`config.mk`:
```
export PLATFORM = sky130hd
export DESIGN_NAME = branch_dispatch_queue_flat
export DESIGN_NICKNAME = d
export VERILOG_FILES = /design/src/rtl/branch_dispatch_queue_pkg.sv /design/src/rtl/branch_dispatch_queue_if.sv /design/src/rtl/branch_dispatch_queue_target_calc.sv /design/src/rtl/branch_dispatch_queue.sv /design/src/flat_wrapper.sv
export SDC_FILE = /design/constraint.sdc
export NUM_CORES = 1
export LEC_CHECK = 0
export CORE_MARGIN = 5
export CORE_UTILIZATION = 57
export DETAILED_ROUTE_END_ITERATION = 8
export PLACE_DENSITY_LB_ADDON = 0.15
export SYNTH_ARGS = -nofsm -noshare
export SYNTH_HDL_FRONTEND = slang
export SYNTH_SLANG_ARGS = --single-unit
```
`constraint.sdc`:
```
create_clock -name clock_i -period 9.8 [get_ports clock_i]
set_input_delay 0.98 -clock clock_i [delete_from_list [all_inputs] [get_ports clock_i]]
set_output_delay 0.98 -clock clock_i [all_outputs]
set_load 0.02 [all_outputs]
```
`src/rtl/branch_dispatch_queue_pkg.sv`:
```
// Shared decode definitions: unit codes, B-form field offsets, format codes, queue entry layout.
// No logic; pure types and constants.
// Imported by the interface, the target calculator and the queue top.
package branch_dispatch_queue_pkg;

  localparam int addressWidth            = 64;
  localparam int opcodeSize              = 12;
  localparam int PrimOpcodeSize          = 6;
  localparam int funcUnitCodeSize        = 3;
  localparam int instructionCounterWidth = 64;
  localparam int instMinIdWidth          = 7;
  localparam int PidSize                 = 20;
  localparam int TidSize                 = 16;
  localparam int bodyWidth               = 28;
  localparam int queueDepth              = 4;
  localparam int countWidth              = $clog2(queueDepth) + 1;
  localparam int ptrWidth                = $clog2(queueDepth);

  // Functional unit codes carried alongside each decoded op
  localparam logic [funcUnitCodeSize-1:0] FXUnitId     = 3'd0;
  localparam logic [funcUnitCodeSize-1:0] FPUnitId     = 3'd1;
  localparam logic [funcUnitCodeSize-1:0] VXUnitId     = 3'd2;
  localparam logic [funcUnitCodeSize-1:0] CRUnitId     = 3'd3;
  localparam logic [funcUnitCodeSize-1:0] LSUnitId     = 3'd4;
  localparam logic [funcUnitCodeSize-1:0] BranchUnitID = 3'd6;

  // B-form body layout, bit 0 is the most significant bit of the body
  localparam int BO_POS = 0;
  localparam int BO_W   = 5;
  localparam int BI_POS = 5;
  localparam int BI_W   = 5;
  localparam int BD_POS = 10;
  localparam int BD_W   = 14;
  localparam int AA_POS = 24;
  localparam int LK_POS = 25;

  // Decoder output format selectors (one-hot)
  localparam logic [5:0] FMT_I  = 6'b000001;
  localparam logic [5:0] FMT_B  = 6'b000010;
  localparam logic [5:0] FMT_SC = 6'b000100;
  localparam logic [5:0] FMT_D  = 6'b001000;
  localparam logic [5:0] FMT_X  = 6'b010000;
  localparam logic [5:0] FMT_XL = 6'b100000;

  // One buffered branch op, targets already resolved
  typedef struct packed {
    logic [opcodeSize-1:0]            opcode;
    logic [BO_W-1:0]                  bo;
    logic [BI_W-1:0]                  bi;
    logic [addressWidth-1:0]          target;
    logic [addressWidth-1:0]          link;
    logic                             lk;
    logic [instructionCounterWidth:0] maj_id;
    logic [instMinIdWidth-1:0]        min_id;
    logic [PidSize-1:0]               pid;
    logic [TidSize-1:0]               tid;
  } entry_t;

  // Word displacement: BD||00, sign-extended to a full address
  function automatic logic [addressWidth-1:0] bd_disp(input logic [BD_W-1:0] bd);
    return {{(addressWidth-BD_W-2){bd[BD_W-1]}}, bd, 2'b00};
  endfunction

endpackage

```
`src/rtl/branch_dispatch_queue_if.sv`:
```
// Decoder-to-queue and queue-to-branch-unit signal bundle.
// No latency; wiring only.
// stall_o throttles the decoder, valid_o/ready_i handshake with the branch unit.
interface branch_dispatch_queue_if;
  import branch_dispatch_queue_pkg::*;

  // decoder side
  logic                             enable_i;
  logic [opcodeSize-1:0]            opcode_i;
  logic [addressWidth-1:0]          instructionAddress_i;
  logic [funcUnitCodeSize-1:0]      functionalUnitType_i;
  logic [0:instructionCounterWidth] instMajId_i;
  logic [instMinIdWidth-1:0]        instMinId_i;
  logic                             is64Bit_i;
  logic [PidSize-1:0]               instPid_i;
  logic [TidSize-1:0]               instTid_i;
  logic [0:bodyWidth-1]             instructionBody_i;
  logic                             stall_o;

  // branch unit side
  logic                             valid_o;
  logic                             ready_i;
  logic [opcodeSize-1:0]            opcode_o;
  logic [4:0]                       bo_o;
  logic [4:0]                       bi_o;
  logic [addressWidth-1:0]          target_o;
  logic [addressWidth-1:0]          link_o;
  logic                             lk_o;
  logic [0:instructionCounterWidth] instMajId_o;
  logic [instMinIdWidth-1:0]        instMinId_o;
  logic [PidSize-1:0]               instPid_o;
  logic [TidSize-1:0]               instTid_o;
  logic                             overflow_o;
  logic [countWidth-1:0]            count_o;

  // queue view
  modport slave (
    input  enable_i, opcode_i, instructionAddress_i, functionalUnitType_i, instMajId_i,
           instMinId_i, is64Bit_i, instPid_i, instTid_i, instructionBody_i, ready_i,
    output stall_o, valid_o, opcode_o, bo_o, bi_o, target_o, link_o, lk_o, instMajId_o,
           instMinId_o, instPid_o, instTid_o, overflow_o, count_o
  );

  // decoder + branch unit view
  modport master (
    output enable_i, opcode_i, instructionAddress_i, functionalUnitType_i, instMajId_i,
           instMinId_i, is64Bit_i, instPid_i, instTid_i, instructionBody_i, ready_i,
    input  stall_o, valid_o, opcode_o, bo_o, bi_o, target_o, link_o, lk_o, instMajId_o,
           instMinId_o, instPid_o, instTid_o, overflow_o, count_o
  );

endinterface

```
`src/rtl/branch_dispatch_queue_target_calc.sv`:
```
// Resolves B-form branch target and link address from CIA, BD and AA.
// Combinational, zero latency.
// No backpressure; pure function of its inputs.
module branch_target_calc
  import branch_dispatch_queue_pkg::*;
(
  input  logic [addressWidth-1:0] address,
  input  logic [BD_W-1:0]         bd,
  input  logic                    aa,
  input  logic                    is64,
  output logic [addressWidth-1:0] target,
  output logic [addressWidth-1:0] link
);

  logic [addressWidth-1:0] disp;
  logic [addressWidth-1:0] raw_target;
  logic [addressWidth-1:0] raw_link;
  logic [addressWidth-1:0] mode_mask;

  assign disp = bd_disp(bd);

  // absolute branches ignore the CIA; relative ones wrap modulo 2^addressWidth
  always_comb begin
    raw_target = aa ? disp : address + disp;
    raw_link   = address + addressWidth'(4);
  end

  // 32-bit mode keeps only the low word of both results
  assign mode_mask = {{(addressWidth-32){is64}}, {32{1'b1}}};
  assign target    = raw_target & mode_mask;
  assign link      = raw_link & mode_mask;

endmodule

```
`src/rtl/branch_dispatch_queue.sv`:
```
// In-order FIFO of decoded B-form branch ops feeding the branch unit, show-ahead head.
// Latency: op pushed at edge N appears on valid_o right after edge N.
// Backpressure: stall_o while full; branch ops offered while full are dropped and flag overflow_o.
module branch_dispatch_queue
  import branch_dispatch_queue_pkg::*;
(
  input  logic                  clock_i,
  input  logic                  reset_i,
  branch_dispatch_queue_if.slave bus
);

  logic [ptrWidth-1:0]     rd_ptr;
  logic [ptrWidth-1:0]     wr_ptr;
  logic [countWidth-1:0]   count;
  logic                    overflow;
  entry_t                  mem [queueDepth];
  entry_t                  wr_entry;
  entry_t                  head;
  logic                    is_branch;
  logic                    full;
  logic                    empty;
  logic                    push;
  logic                    pop;
  logic [addressWidth-1:0] target;
  logic [addressWidth-1:0] link;
  logic                    unused_body_bits;

  assign is_branch = bus.enable_i && (bus.functionalUnitType_i == BranchUnitID);
  assign full      = (count == countWidth'(queueDepth));
  assign empty     = (count == '0);
  // push decision uses the pre-edge count, so a pop while full never frees a slot this cycle
  assign push      = is_branch && !full;
  assign pop       = !empty && bus.ready_i;

  // body bits 26:27 are reserved zero in B-form
  assign unused_body_bits = ^bus.instructionBody_i[26:27];

  branch_target_calc u_target_calc (
    .address (bus.instructionAddress_i),
    .bd      (bus.instructionBody_i[BD_POS +: BD_W]),
    .aa      (bus.instructionBody_i[AA_POS]),
    .is64    (bus.is64Bit_i),
    .target  (target),
    .link    (link)
  );

  // assemble the entry written at the tail
  always_comb begin
    wr_entry        = '0;
    wr_entry.opcode = bus.opcode_i;
    wr_entry.bo     = bus.instructionBody_i[BO_POS +: BO_W];
    wr_entry.bi     = bus.instructionBody_i[BI_POS +: BI_W];
    wr_entry.target = target;
    wr_entry.link   = link;
    wr_entry.lk     = bus.instructionBody_i[LK_POS];
    wr_entry.maj_id = bus.instMajId_i;
    wr_entry.min_id = bus.instMinId_i;
    wr_entry.pid    = bus.instPid_i;
    wr_entry.tid    = bus.instTid_i;
  end

  // storage needs no reset: the head is masked whenever the queue is empty
  always_ff @(posedge clock_i) begin
    if (push) begin
      mem[wr_ptr] <= wr_entry;
    end
  end

  // pointers and occupancy; pointers wrap naturally at queueDepth
  always_ff @(posedge clock_i or negedge reset_i) begin
    if (!reset_i) begin
      rd_ptr <= '0;
      wr_ptr <= '0;
      count  <= '0;
    end else begin
      if (push) wr_ptr <= wr_ptr + ptrWidth'(1);
      if (pop)  rd_ptr <= rd_ptr + ptrWidth'(1);
      case ({push, pop})
        2'b10:   count <= count + countWidth'(1);
        2'b01:   count <= count - countWidth'(1);
        default: count <= count;
      endcase
    end
  end

  // sticky record of a branch op lost to a full queue
  always_ff @(posedge clock_i or negedge reset_i) begin
    if (!reset_i) begin
      overflow <= 1'b0;
    end else if (is_branch && full) begin
      overflow <= 1'b1;
    end
  end

  // show-ahead head, forced to zero when nothing is queued
  always_comb begin
    head = '0;
    if (!empty) head = mem[rd_ptr];
  end

  assign bus.stall_o     = full;
  assign bus.valid_o     = !empty;
  assign bus.opcode_o    = head.opcode;
  assign bus.bo_o        = head.bo;
  assign bus.bi_o        = head.bi;
  assign bus.target_o    = head.target;
  assign bus.link_o      = head.link;
  assign bus.lk_o        = head.lk;
  assign bus.instMajId_o = head.maj_id;
  assign bus.instMinId_o = head.min_id;
  assign bus.instPid_o   = head.pid;
  assign bus.instTid_o   = head.tid;
  assign bus.overflow_o  = overflow;
  assign bus.count_o     = count;

endmodule

```
`src/flat_wrapper.sv`:
```
// flat-port wrapper written by rule: the top's interface ports become plain ports
module branch_dispatch_queue_flat import branch_dispatch_queue_pkg::*;
  (clock_i, reset_i, bus_enable_i, bus_opcode_i, bus_instructionAddress_i, bus_functionalUnitType_i, bus_instMajId_i, bus_instMinId_i, bus_is64Bit_i, bus_instPid_i, bus_instTid_i, bus_instructionBody_i, bus_ready_i, bus_stall_o, bus_valid_o, bus_opcode_o, bus_bo_o, bus_bi_o, bus_target_o, bus_link_o, bus_lk_o, bus_instMajId_o, bus_instMinId_o, bus_instPid_o, bus_instTid_o, bus_overflow_o, bus_count_o);
  branch_dispatch_queue_if bus_i ();
  input  logic clock_i;
  input  logic reset_i;
  input wire logic [$bits(bus_i.enable_i)-1:0] bus_enable_i;
  input wire logic [$bits(bus_i.opcode_i)-1:0] bus_opcode_i;
  input wire logic [$bits(bus_i.instructionAddress_i)-1:0] bus_instructionAddress_i;
  input wire logic [$bits(bus_i.functionalUnitType_i)-1:0] bus_functionalUnitType_i;
  input wire logic [$bits(bus_i.instMajId_i)-1:0] bus_instMajId_i;
  input wire logic [$bits(bus_i.instMinId_i)-1:0] bus_instMinId_i;
  input wire logic [$bits(bus_i.is64Bit_i)-1:0] bus_is64Bit_i;
  input wire logic [$bits(bus_i.instPid_i)-1:0] bus_instPid_i;
  input wire logic [$bits(bus_i.instTid_i)-1:0] bus_instTid_i;
  input wire logic [$bits(bus_i.instructionBody_i)-1:0] bus_instructionBody_i;
  input wire logic [$bits(bus_i.ready_i)-1:0] bus_ready_i;
  output wire logic [$bits(bus_i.stall_o)-1:0] bus_stall_o;
  output wire logic [$bits(bus_i.valid_o)-1:0] bus_valid_o;
  output wire logic [$bits(bus_i.opcode_o)-1:0] bus_opcode_o;
  output wire logic [$bits(bus_i.bo_o)-1:0] bus_bo_o;
  output wire logic [$bits(bus_i.bi_o)-1:0] bus_bi_o;
  output wire logic [$bits(bus_i.target_o)-1:0] bus_target_o;
  output wire logic [$bits(bus_i.link_o)-1:0] bus_link_o;
  output wire logic [$bits(bus_i.lk_o)-1:0] bus_lk_o;
  output wire logic [$bits(bus_i.instMajId_o)-1:0] bus_instMajId_o;
  output wire logic [$bits(bus_i.instMinId_o)-1:0] bus_instMinId_o;
  output wire logic [$bits(bus_i.instPid_o)-1:0] bus_instPid_o;
  output wire logic [$bits(bus_i.instTid_o)-1:0] bus_instTid_o;
  output wire logic [$bits(bus_i.overflow_o)-1:0] bus_overflow_o;
  output wire logic [$bits(bus_i.count_o)-1:0] bus_count_o;
  assign bus_i.enable_i = bus_enable_i;
  assign bus_i.opcode_i = bus_opcode_i;
  assign bus_i.instructionAddress_i = bus_instructionAddress_i;
  assign bus_i.functionalUnitType_i = bus_functionalUnitType_i;
  assign bus_i.instMajId_i = bus_instMajId_i;
  assign bus_i.instMinId_i = bus_instMinId_i;
  assign bus_i.is64Bit_i = bus_is64Bit_i;
  assign bus_i.instPid_i = bus_instPid_i;
  assign bus_i.instTid_i = bus_instTid_i;
  assign bus_i.instructionBody_i = bus_instructionBody_i;
  assign bus_i.ready_i = bus_ready_i;
  assign bus_stall_o = bus_i.stall_o;
  assign bus_valid_o = bus_i.valid_o;
  assign bus_opcode_o = bus_i.opcode_o;
  assign bus_bo_o = bus_i.bo_o;
  assign bus_bi_o = bus_i.bi_o;
  assign bus_target_o = bus_i.target_o;
  assign bus_link_o = bus_i.link_o;
  assign bus_lk_o = bus_i.lk_o;
  assign bus_instMajId_o = bus_i.instMajId_o;
  assign bus_instMinId_o = bus_i.instMinId_o;
  assign bus_instPid_o = bus_i.instPid_o;
  assign bus_instTid_o = bus_i.instTid_o;
  assign bus_overflow_o = bus_i.overflow_o;
  assign bus_count_o = bus_i.count_o;
  branch_dispatch_queue u_core (.clock_i(clock_i), .reset_i(reset_i), .bus(bus_i));
endmodule
```
==> flow_summary.ini <==
[yosys]
synth-edff-count = 1036
async_reset_ff_share_pct = 0.766
synthDominantAreaCellType = sky130_fd_sc_hd__edfxtp_1
most_frequently_used_flop_master_after_synthesis = sky130_fd_sc_hd__edfxtp_1
yosys.cell_types.count = 65
synth_area_per_cell_sq_um = 17.8
synth.yosys.seq_area_share_pct = 70.1
synth.yosys.warnings = 0
synth_fp_nets = 2803
gate_count_after_technology_mapping = 2514
post_synth_instance_area_sq_mm = 0.0447
synth.ff_latch_count = 1044
synth_top_area_share_pct = 69.6
synthTopCellsByArea = sky130_fd_sc_hd__edfxtp_1, sky130_fd_sc_hd__mux4_2, sky130_fd_sc_hd__and2_1

[clock_network]
post_cts_hold_buffer_count = 0
cts_buffers = 105
htree_num_levels = 3
clkLatencyLatePin_ns = 0.66
cts-root-buf = sky130_fd_sc_hd__clkbuf_16
clkTransAtPathRegs_ns = 0.06
max-clock-path-buffers = 3
total_number_of_clock_tree_sinks = 1044
ctsResizeCount = 0
post_cts.repair.setup_buffers = 0
tritoncts_clock_tree = built

[setup_path]
cp.arrival_ns = 4.02
cp_data_required_time_ns = 8.82
path_max_fanout = 73
startpoint_type = flip-flop
critical_path.endpoint_type = primary output
timing_worst_setup_path_type = reg -> out
worstRegToRegCells = 7

[power_and_ir_drop]
power.ir.vdd_worst_uv = 337
power.density_mw_per_mm2 = 271
power.static_leakage_nw = 17.6

[floorplanning]
core_area_sq_mm = 0.0776
die_h_microns = 290
die_x_microns = 290
floorplan.initialDensity_pct = 57.6
dieArea_sq_mm = 0.0841
placement_rows = 102
design.portCount = 485

[final_layout]
mostFrequentLayoutCell = sky130_fd_sc_hd__edfxtp_1
syn_to_final_growth_pct = 20.7
layout.cells.most_common_list = sky130_fd_sc_hd__edfxtp_1, sky130_fd_sc_hd__clkdlybuf4s50_1, sky130_fd_sc_hd__and2_1, sky130_fd_sc_hd__mux4_2, sky130_fd_sc_hd__clkbuf_16
layout-drive-gt1-share_pct = 14.5
final_area_sq_mm = 0.0539
utilization_pct = 69.5
fin_nets = 3289

[global_routing]
via_count_of_the_first_global_routing_pass = 25300
globalRoute.totalOverflow = 0
grt_antenna_before_repair = 21
global_route_wire_length_before_repair_mm = 158
grt_start_max_net_pins = 144
total_global_route_track_usage_pct = 24.5

[routing]
via_count = 24700
drtAntennaViolNets = 0
drt_first_iter_violations = 1965
wl_per_cell_microns = 25.4
vias_per_cell = 5.95
routed_wirelength_mm = 105
drcViolationCount = 0
detail_route.first_pass.iterations = 7

[placed_design]
port_buffers = 482
finalWeightedCongestion = 0.968
dpl_cell_area_sq_mm = 0.0506
dp_hpwl_mm = 67.0

[timing]
finalHoldViolations = 0
report.final.setup_viol = 0
slew-limit-headroom_pct = 21.1
fmaxAchievable_mhz = 200
fin_tns_setup_ns = 0
final_max_slew_viol_count = 0
fin_worst_skew_ns = 0.0256
fin_crit_period_ns = 5.00
worstMarginPinSlew_ns = 1.18
setup_repair_after_global_routing_missed_its_margin = false
layout_worst_path_cycle_share_pct = 51.0

[min_path]
timing.hold.worst_path_depth = 1
hold_path.class = reg -> reg

[run]
max-cap-violations = 0

[run_status]
status = completed
## Yosys cell counts, drive strengths merged (5+ instances only)
cell type,count
edfxtp,1036
and2,293
mux4,259
a21oi,101
nand2,95
clkbuf,94
o21ai,84
xnor2,73
ha,67
nor2,43
xor2,39
nand3,36
a21o,35
buf,32
nand4,26
inv,24
and3,22
or3,15
o21bai,14
a21boi,11
nor3,10
nor2b,9
a211oi,8
dfrtp,8
and4,7
o21a,7
o211ai,6
a31oi,5
nor4,5
o31ai,5
or2,5
## metrics by stage
stage / cells / worst slack (ns) / hold slack (ns) / power, mW
after floorplan: 2514 / 1.77 / 0.580 / 8.56
after global placement: 3933 / 4.45 / 0.460 / 10.9
after detailed placement: 3933 / 4.36 / 0.500 / 11.0
after CTS: 4125 / 4.62 / 0.517 / 14.8
after global routing: 4138 / 4.52 / 0.530 / 15.2
final: 4142 / 4.80 / 0.522 / 14.6
## area by class of cell
cell class,count,area (sq um)
diodes,17,42.5
clock buffers,133,2750
clock inverters,59,543
fillers,5089,23700
well taps,1040,1300
inverters,24,90.1
multi-input cells,1320,12800
repair buffers,505,5070
flip-flops and latches,1044,31300
## kinds of logic (layout without fill, tap and decap cells)
| family | Yosys count | after routing | synth area share [%] |
|---|---|---|---|
| flip-flops | 1044 | 1044 | 70.1 |
| AND/OR/NAND/NOR | 579 | 579 | 7.36 |
| AO/OA/AOI/OAI | 300 | 300 | 4.05 |
| multiplexers | 260 | 260 | 13.1 |
| buffers and inverters | 150 | 721 | 1.26 |
| XOR/XNOR | 112 | 112 | 2.20 |
| adder cells (fa/ha/maj) | 69 | 69 | 1.97 |
| other | 0 | 17 | 0 |
## flip-flops by register name, indices dropped and copies added (netlist names)
register	count
u_core.rd_ptr	2
u_core.bus.overflow_o	1
u_core.mem	1036
u_core.bus.count_o	3
u_core.wr_ptr	2
## where the power goes
part / switching (mW) / total (mW) / leakage, nW / internal (mW)
logic: 2.85 / 5.57 / 6.56 / 2.73
clock network: 1.63 / 3.81 / 1.60 / 2.18
registers: 0.148 / 5.23 / 9.46 / 5.08
total: 4.62 / 14.6 / 17.6 / 9.99
## critical path, cell delays in order (launching register included)
cell	delay, ns
sky130_fd_sc_hd__dfrtp_1	0.45
sky130_fd_sc_hd__or3_4	0.69
sky130_fd_sc_hd__buf_4	0.59
sky130_fd_sc_hd__buf_4	0.65
sky130_fd_sc_hd__and2_1	0.28
sky130_fd_sc_hd__clkdlybuf4s50_1	0.67
## routing by layer
metal  routed length, microns  global-route usage, %  vias up  share of wire, %
met3                     7110                   4.81      185               6.8
met4                     3440                   7.90       12               3.3
met2                    52000                   39.7      875                49
met1                    42500                   34.2    12600                40
li1                         -                      -    11000                 -
met5                       75                      0        -             0.071
## path summary, 6_finish.rpt
| kind | startpoint | end | slack, ns |
|---|---|---|---|
| worst max-delay path | u_core.bus.count_o[0]$_DFFE_PN0P_ | bus_instMajId_o[2] | 4.80 |
| worst min-delay path | u_core.bus.overflow_o$_DFFE_PN0P_ | u_core.bus.overflow_o$_DFFE_PN0P_ | 0.52 |
| worst max register to register | u_core.bus.count_o[0]$_DFFE_PN0P_ | u_core.mem[2][83]$_DFFE_PP_ | 6.01 |
| worst min register to register | u_core.bus.overflow_o$_DFFE_PN0P_ | u_core.bus.overflow_o$_DFFE_PN0P_ | 0.52 |
| max in group asynchronous | reset_i | u_core.rd_ptr[0]$_DFFE_PN0P_ | 8.80 |
| min in group asynchronous | reset_i | u_core.bus.count_o[2]$_DFFE_PN0P_ | 0.64 |
Note: power is estimated with default switching activity, not from simulation.
